--- src/rtl/wb_port_arbiter_if.sv ---
// Requester-side and writeback-side signals of the writeback port arbiter.
// master = functional-unit side, slave = arbiter.
interface wb_port_arbiter_if #(
  parameter int NR_REQ   = 4,
  parameter int NR_PORTS = 2,
  parameter int W        = 128
);
  localparam int SRC_W = $clog2(NR_REQ);

  logic [NR_REQ-1:0]                req_valid_i;
  logic [NR_REQ-1:0][W-1:0]         req_data_i;
  logic [NR_REQ-1:0]                req_ready_o;
  logic [NR_PORTS-1:0]              wb_valid_o;
  logic [NR_PORTS-1:0][W-1:0]       wb_data_o;
  logic [NR_PORTS-1:0][SRC_W-1:0]   wb_src_o;

  modport master (
    output req_valid_i, req_data_i,
    input  req_ready_o, wb_valid_o, wb_data_o, wb_src_o
  );

  modport slave (
    input  req_valid_i, req_data_i,
    output req_ready_o, wb_valid_o, wb_data_o, wb_src_o
  );
endinterface

--- src/rtl/wb_port_arbiter.sv ---
// Round-robin arbiter granting up to NR_PORTS of NR_REQ FU results per cycle onto
// registered writeback ports, with a saturating port-contention cycle counter.
module wb_port_arbiter #(
  parameter int NR_REQ   = 4,
  parameter int NR_PORTS = 2,
  parameter int W        = 128,
  parameter int CNT_W    = 32
) (
  input  logic                clk,
  input  logic                rstn,
  input  logic                flush_i,
  wb_port_arbiter_if.slave    bus,
  output logic [CNT_W-1:0]    stall_cnt_o
);
  localparam int SRC_W = $clog2(NR_REQ);

  logic [SRC_W-1:0]                 ptr_q, ptr_d;
  logic [2*NR_REQ-1:0]              valid_dup;
  logic [NR_REQ-1:0]                valid_rot;
  logic [NR_REQ-1:0]                grant_rot;
  logic [2*NR_REQ-1:0]              grant_dup;
  logic [NR_REQ-1:0]                grant;
  logic [NR_PORTS-1:0]              port_hit;
  logic [NR_PORTS-1:0][SRC_W-1:0]   port_src;
  logic                             contention;
  int                               n_grant;
  int                               scan_idx;

  logic [NR_PORTS-1:0]              wb_valid_q;
  logic [NR_PORTS-1:0][W-1:0]       wb_data_q;
  logic [NR_PORTS-1:0][SRC_W-1:0]   wb_src_q;
  logic [CNT_W-1:0]                 stall_q;

  // Rotate valids so bit k is requester (ptr+k) mod NR_REQ; scan with constant indices.
  always_comb begin
    valid_dup = {bus.req_valid_i, bus.req_valid_i} >> ptr_q;
    valid_rot = valid_dup[NR_REQ-1:0];
    grant_rot = '0;
    port_hit  = '0;
    port_src  = '0;
    ptr_d     = ptr_q;
    n_grant   = 0;
    scan_idx  = 0;
    for (int k = 0; k < NR_REQ; k++) begin
      scan_idx = int'(ptr_q) + k;
      if (scan_idx >= NR_REQ) scan_idx = scan_idx - NR_REQ;
      if (!flush_i && valid_rot[k] && n_grant < NR_PORTS) begin
        grant_rot[k] = 1'b1;
        for (int p = 0; p < NR_PORTS; p++) begin
          if (p == n_grant) begin
            port_hit[p] = 1'b1;
            port_src[p] = SRC_W'(scan_idx);
          end
        end
        n_grant = n_grant + 1;
        ptr_d   = (scan_idx + 1 >= NR_REQ) ? '0 : SRC_W'(scan_idx + 1);
      end
    end
  end

  always_comb begin
    grant_dup  = {{NR_REQ{1'b0}}, grant_rot} << ptr_q;
    grant      = grant_dup[NR_REQ-1:0] | grant_dup[2*NR_REQ-1:NR_REQ];
    contention = !flush_i && ((bus.req_valid_i & ~grant) != '0);
  end

  always_ff @(posedge clk) begin
    if (!rstn) begin
      wb_valid_q <= '0;
      wb_data_q  <= '0;
      wb_src_q   <= '0;
      ptr_q      <= '0;
      stall_q    <= '0;
    end else begin
      wb_valid_q <= port_hit;
      for (int p = 0; p < NR_PORTS; p++) begin
        if (port_hit[p]) begin
          wb_data_q[p] <= bus.req_data_i[port_src[p]];
          wb_src_q[p]  <= port_src[p];
        end
      end
      ptr_q <= ptr_d;
      if (contention && !(&stall_q)) stall_q <= stall_q + 1'b1;
    end
  end

  assign bus.req_ready_o = grant;
  assign bus.wb_valid_o  = wb_valid_q;
  assign bus.wb_data_o   = wb_data_q;
  assign bus.wb_src_o    = wb_src_q;
  assign stall_cnt_o     = stall_q;
endmodule

--- src/flat_wrapper.sv ---
// flat-port wrapper written by rule: the top's interface ports become plain ports
module wb_port_arbiter_flat 
#(
  parameter int NR_REQ   = 4,
  parameter int NR_PORTS = 2,
  parameter int W        = 128,
  parameter int CNT_W    = 32
)
  (clk, rstn, flush_i, stall_cnt_o, bus_req_valid_i, bus_req_data_i, bus_req_ready_o, bus_wb_valid_o, bus_wb_data_o, bus_wb_src_o);
  wb_port_arbiter_if #(.NR_REQ(NR_REQ), .NR_PORTS(NR_PORTS), .W(W)) bus_i ();
  input  logic clk;
  input  logic rstn;
  input  logic flush_i;
  output logic [CNT_W-1:0] stall_cnt_o;
  input wire logic [$bits(bus_i.req_valid_i)-1:0] bus_req_valid_i;
  input wire logic [$bits(bus_i.req_data_i)-1:0] bus_req_data_i;
  output wire logic [$bits(bus_i.req_ready_o)-1:0] bus_req_ready_o;
  output wire logic [$bits(bus_i.wb_valid_o)-1:0] bus_wb_valid_o;
  output wire logic [$bits(bus_i.wb_data_o)-1:0] bus_wb_data_o;
  output wire logic [$bits(bus_i.wb_src_o)-1:0] bus_wb_src_o;
  assign bus_i.req_valid_i = bus_req_valid_i;
  assign bus_i.req_data_i = bus_req_data_i;
  assign bus_req_ready_o = bus_i.req_ready_o;
  assign bus_wb_valid_o = bus_i.wb_valid_o;
  assign bus_wb_data_o = bus_i.wb_data_o;
  assign bus_wb_src_o = bus_i.wb_src_o;
  wb_port_arbiter #(.NR_REQ(NR_REQ), .NR_PORTS(NR_PORTS), .W(W), .CNT_W(CNT_W)) u_core (.clk(clk), .rstn(rstn), .flush_i(flush_i), .bus(bus_i), .stall_cnt_o(stall_cnt_o));
endmodule
--- config.mk ---
export PLATFORM = sky130hd
export DESIGN_NAME = wb_port_arbiter_flat
export DESIGN_NICKNAME = d
export VERILOG_FILES = /design/src/rtl/wb_port_arbiter_if.sv /design/src/rtl/wb_port_arbiter.sv /design/src/flat_wrapper.sv
export SDC_FILE = /design/constraint.sdc
export NUM_CORES = 1
export LEC_CHECK = 0
export ABC_AREA = 0
export BUFFER_PORTS_ARGS = -buffer_cell sky130_fd_sc_hd__buf_2
export CORE_AREA = 3 3 314 316
export DETAILED_ROUTE_END_ITERATION = 10
export DIE_AREA = 0 0 317 319
export PLACE_DENSITY = 0.48
export RECOVER_POWER = 50
export SLEW_MARGIN = 0
export SYNTH_ARGS = -nofsm -noshare
export SYNTH_HDL_FRONTEND = slang
export SYNTH_SLANG_ARGS = --single-unit
--- constraint.sdc ---
create_clock -name clk -period 9.5 [get_ports clk]
set_input_delay 1.425 -clock clk [delete_from_list [all_inputs] [get_ports clk]]
set_output_delay 1.425 -clock clk [all_outputs]
set_load 0.02 [all_outputs]
**After elaboration in Yosys (flattened, before gate mapping)**

Index checks and enable logic that the tools add are counted.

- Flip-flop bits (word level): 296
- Bits in latches: 0
- RAM bits: 0
- ROM bits: 0
- Output and inout bits: 298
- Memories kept: 0

- Add/subtract/negate cells: 14
- $mul: 0
- Div/mod/pow operators: 0
- $lt $le $gt $ge: 13
- Equal/unequal tests: 3
- Shifts and indexed selects: 2
- Muxes and demuxes: 42
- Bitwise gates (word level): 3
- Reduce and logical (&&, ||, !) cells: 17

Operators with widths:

| kind | number |
|---|---|
| $bmux 128 s2 | 2 |
| $mux 128 | 2 |
| $ge 32x4->1 const B | 7 |
| $mux 32 | 6 |
| $add 32x2->32 const B | 5 |
| $logic_not 32->1 | 3 |
| $sub 32x4->32 const B | 3 |
| $eq 2x32->1 const A | 2 |
| $lt 32x3->1 const B | 2 |
| $mux 2 | 18 |
| $add 32x1->32 const B | 1 |
| $reduce_and 32->1 | 1 |
| $mux 4 | 3 |
| $mux 1 | 11 |
| $logic_and 1x1->1 | 9 |
| $reduce_bool 4->1 | 2 |
| $shl 4x2->8 | 1 |
| $shr 8x2->4 | 1 |
| $add 2x2->3 const B | 2 |
| $lt 2x3->1 const B | 2 |
| $and 4x4->4 | 1 |
| $not 4->4 | 1 |
| $or 4x4->4 | 1 |
| $sub 2x3->4 const B | 1 |
| 6 further kinds | 7 |

**Depth between registers and ports, before layout**

- Word-level depth: 19
- Gate-level depth with buffers: 20
- Gate-level depth less buffers: 15

**Worst setup path after synthesis**

Ideal clock, no wire load.

- Path type: input to output
- From: input flush_i
- To: output bus_req_ready_o[2]
- Data arrival time: 3.971 ns
- Required time: 8.075 ns
- Setup slack: 4.104 ns
- Stages: 12
- Cells stage by stage: buf_6 or2_2 o22ai_1 ha_1 nor2_1 nand2_1 inv_1 fa_1 nor3b_1 nor2b_1 o21ai_0 o41ai_1

- Word-level cells in the longest chain between the ends: 14

RTL lines:

| item | RTL line | text |
|---|---|---|
| start, declared | flat_wrapper.sv:13 | `input logic flush_i;` |
| $logic_not 1->1 * | wb_port_arbiter.sv:47 | `if (!flush_i && valid_rot[k] && n_grant < NR_PORTS) begin` |
| $logic_and 1x1->1 | wb_port_arbiter.sv:47 |  |
| $mux 1 | wb_port_arbiter.sv:47 |  |
| $lt 1x2->1 | wb_port_arbiter.sv:47 |  |
| $logic_and 1x1->1 | wb_port_arbiter.sv:47 |  |
| $mux 32 | wb_port_arbiter.sv:47 |  |
| $lt 32x3->1 | wb_port_arbiter.sv:47 |  |
| $logic_and 1x1->1 | wb_port_arbiter.sv:47 |  |
| $mux 32 | wb_port_arbiter.sv:47 |  |
| $lt 32x3->1 | wb_port_arbiter.sv:47 |  |
| $logic_and 1x1->1 | wb_port_arbiter.sv:47 |  |
| $mux 1 | wb_port_arbiter.sv:47 |  |
| $shl 4x2->8 * | wb_port_arbiter.sv:62 | `grant_dup = {{NR_REQ{1'b0}}, grant_rot} << ptr_q;` |
| $or 4x4->4 * | wb_port_arbiter.sv:63 | `grant = grant_dup[NR_REQ-1:0] \| grant_dup[2*NR_REQ-1:NR_REQ];` |
| end, declared | flat_wrapper.sv:17 | `output wire logic [$bits(bus_i.req_ready_o)-1:0] bus_req_ready_o;` |

Every way passes the cells marked *; elsewhere a longest branch is shown, timed or not.

**Final worst setup path**

- From: input flush_i
- To: register u_core.wb_data_q, in the netlist u_core.bus.wb_data_o[58]

- Word-level cells in the longest chain between the ends: 14

RTL lines:

| item | RTL line | text |
|---|---|---|
| $logic_not 1->1 * | wb_port_arbiter.sv:47 |  |
| $logic_and 1x1->1 | wb_port_arbiter.sv:47 |  |
| $mux 1 | wb_port_arbiter.sv:47 |  |
| $lt 1x2->1 | wb_port_arbiter.sv:47 |  |
| $logic_and 1x1->1 | wb_port_arbiter.sv:47 |  |
| $mux 32 | wb_port_arbiter.sv:47 |  |
| $lt 32x3->1 | wb_port_arbiter.sv:47 |  |
| $logic_and 1x1->1 | wb_port_arbiter.sv:47 |  |
| $mux 32 | wb_port_arbiter.sv:47 |  |
| $lt 32x3->1 / $logic_not 32->1 (equally long branches) | wb_port_arbiter.sv:47, wb_port_arbiter.sv:50 |  |
| $logic_and 1x1->1 / $mux 2 (equally long branches) | wb_port_arbiter.sv:47, wb_port_arbiter.sv:50 |  |
| $mux 4 | wb_port_arbiter.sv:47 |  |
| $bmux 128 s2 | wb_port_arbiter.sv:78 | `wb_data_q[p] <= bus.req_data_i[port_src[p]];` |
| $mux 128 (implied by the code) | wb_port_arbiter.sv:78 |  |
| end signal, assigned by index | wb_port_arbiter.sv:78 |  |
| end, declared | wb_port_arbiter.sv:30 | `logic [NR_PORTS-1:0][W-1:0] wb_data_q;` |

Every way passes the cells marked *; elsewhere a longest branch is shown, timed or not. The select of a mux whose other input is x is not followed.
A chain may end at the register's enable or synchronous reset.

==> metrics.txt <==
Mapped Cells=2,469; cts bufs inserted=42; NumNets Final=3,653; Clock Pin Slew Worst Setup and Hold Paths=0.06 ns; RSZ-0062 raised after global routing=no; Rel. slew slack=23.89%; setup total negative slack=0 ns; met1 GRT Util=21.20%; measured slew at the worst slew-check pin=1.142 ns; Die Y=319 um; Max FO, Critical Path=146; vias per cell=4.824; GRT met3 Usage=5.640%; switching power=4.329 mW; first-pass GRT wire length=138.4 mm; total of max-cap violations=0; clock net sink count=296; largest net degree at the start of global routing=around 150; fin crit share=68.42%; WP data required=roughly 10 ns; GR Util met2=30.11%; sequential fraction of the synthesis area=32.58%; I/O pin cnt=between 800 and 900; Post-CTS Setup Inserts=0; Initial Util=18.89%; switching part of the total=around 52%; simple-gate portion of the synthesized area=21.13%; Die Width=between 300 and 400 um; Post-CTS Resized=0; post-synthesis average cell area=7.367 um2; PortBufs=816; Wirelength per Cell=~22 um; # hold bufs at CTS=0; Clock Latency Late Sink=0.57 ns; Worst setup EP type=flop; Int Pwr=3.923 mW; total wire length=96.69 mm; Power Total=8.253 mW; DRC Markers=0; dpl cells=4,355; Area growth syn-to-layout=32.72%; routability cong.=0.9039; 1st-iter DRT viols=between 1,500 and 2,000; status=finished clean; Cell Pwr Density=about 340 nW/um2; Async SR Flop Fraction=0%; endpoints failing setup=0; most instantiated library cell after synthesis=nand2_1; Synth Area in Compound Gates=36.09%; largest family of logic cells by synthesized area=compound AO/OA/AOI/OAI gates; vias in the first global route=20,522; crit start category=primary input; Comb pwr share=a little under three fifths; Top FF cell, synth=dfxtp_1; area share of fa/ha/maj cells after synthesis=less than 1%; core area=96,280 um2; min cycle time layout=6.500 ns; CTS Root Cell=clkbuf_16; syn_nets=2,999; Crit Path Category=primary input to flop; HP Class=flop to flop; Routed Antenna Nets=0; busiest grt layer=met2; final std cells w/o fill=4,453; number of synthesized flops with an enable pin=0; CTS tree=yes; via count=21,480; Clk pwr share=19.2%; crit path DAT=roughly 7.0 ns; Post-Route Skew=roughly 0.012 ns; Seq pwr share=24.1%; Mapped Area=18,190 um2; initial antenna violation count=43; Leak=approximately 11 nW; GRT Util Overall=17.97%; post-synthesis cell type count=63; dominant cell type by area after synthesis=dfxtp_1; Yosys reg bits=296; die area=101,100 um2; VDD IR max=about 0.34 mV; Synth warnings=0; final hold vios=0; Synth area leaders=dfxtp_1 33%, nand2_1 14%, o211ai_1 11%, o21bai_1 10%, a21oi_1 7.3%; global route overflow=0; Cell Rows=~110; H-tree levels=2; synth cell count leaders=655 x nand2_1, 296 x dfxtp_1, 265 x a21oi_1; Max Fclk=153.8 MHz; CTS Buffer Depth=3; top-area cell type share of the netlist area=32.58%; Synth Area in XOR/XNOR=1.493%; layout cells sized above 1=20.35%; max-slew violation count=0; final core occ=25.07%; Hold WS=0.4574 ns; drt pass-1 iters=5; post-detail-place hpwl=about 69 mm; mux share of post-synthesis cell area=less than 1%
==> sequential cells by signal, indices dropped and copies added, names as in the netlist <==
signal	cells
u_core.bus.wb_data_o	256
u_core.stall_cnt_o	32
u_core.bus.wb_src_o	4
u_core.bus.wb_valid_o	2
u_core.ptr_q	2
==> final cells by class <==
class / count / area, um2
Clock inverter: 10 / 88.84
Clock buffer: 61 / 1244
Timing Repair Buffer: 851 / 4078
Antenna cell: 27 / 67.56
Tap cell: 1276 / 1597
Multi-Input combinational cell: 1916 / 11080
Fill cell: 11012 / 72140
Inverter: 16 / 60.06
Sequential cell: 296 / 5926
==> cells by family after synthesis <==
family | count (synthesis)
adder cells (fa/ha/maj) | 11
AND/OR/NAND/NOR | 922
multiplexers | 15
AO/OA/AOI/OAI | 937
XOR/XNOR | 31
buffers and inverters | 257
flip-flops | 296
==> metrics by stage <==
stage | area [um2] | setup slack, ns
finish | 24140 | 3.000
global route | 24120 | 2.628
detailed placement | 23110 | 2.661
global placement | 23110 | 2.758
CTS | 24440 | 3.300
floorplan | 18190 | 4.104
==> cells in the final DEF (no fill, tap or decap), drive strengths merged, types with 9 or more instances in the layout <==
| master | instances |
|---|---|
| buf | 556 |
| xor2 | 25 |
| ha | 10 |
| a211o | 128 |
| a21oi | 266 |
| and3 | 9 |
| mux2i | 10 |
| nand4 | 17 |
| o211ai | 256 |
| diode | 27 |
| o21bai | 254 |
| nand2 | 655 |
| clkbuf | 356 |
| nor2 | 54 |
| inv | 17 |
| dfxtp | 296 |
| nand3 | 145 |
==> worst paths after layout <==
kind,startpoint,endpoint,slack (ns),depth (start not counted)
hold / removal,u_core.bus.wb_data_o[167],u_core.bus.wb_data_o[167],0.46,1
setup reg to reg,u_core.ptr_q[0],u_core.bus.wb_data_o[58],3.66,17
hold reg to reg,u_core.bus.wb_data_o[167],u_core.bus.wb_data_o[167],0.46,1
setup / recovery,flush_i,u_core.bus.wb_data_o[58],3.00,17
==> metal layers <==
metal / wire, um / part of all wire, %
met4: 3240 / 3.4
met3: 8946 / 9.3
met1: 38130 / 39
met2: 46180 / 48
met5: 193 / 0.20
==> critical path, stage by stage <==
cell,delay [ns]
clkbuf_1,0.25
or2_2,0.40
o22ai_1,0.49
ha_1,0.38
nor2_1,0.11
nand2_1,0.17
inv_1,0.11
fa_1,0.45
or3_1,0.35
o32a_1,0.29
or3_1,0.48
a21oi_4,0.19
buf_12,0.35
or2_4,0.36
buf_12,0.39
o211ai_1,0.19
nand3_1,0.12
==> power groups by stage <==
stage	registers (mW)	logic, mW	clock network (mW)
6_report	1.99	4.68	1.58
5_1_grt	2.04	5.07	1.68
4_1_cts	1.98	4.81	1.65
3_5_place_dp	2.00	4.80	0
3_3_place_gp	1.99	4.79	0
2_1_floorplan	2.46	2.69	0
No activity file was read; power rests on OpenSTA's default activity.
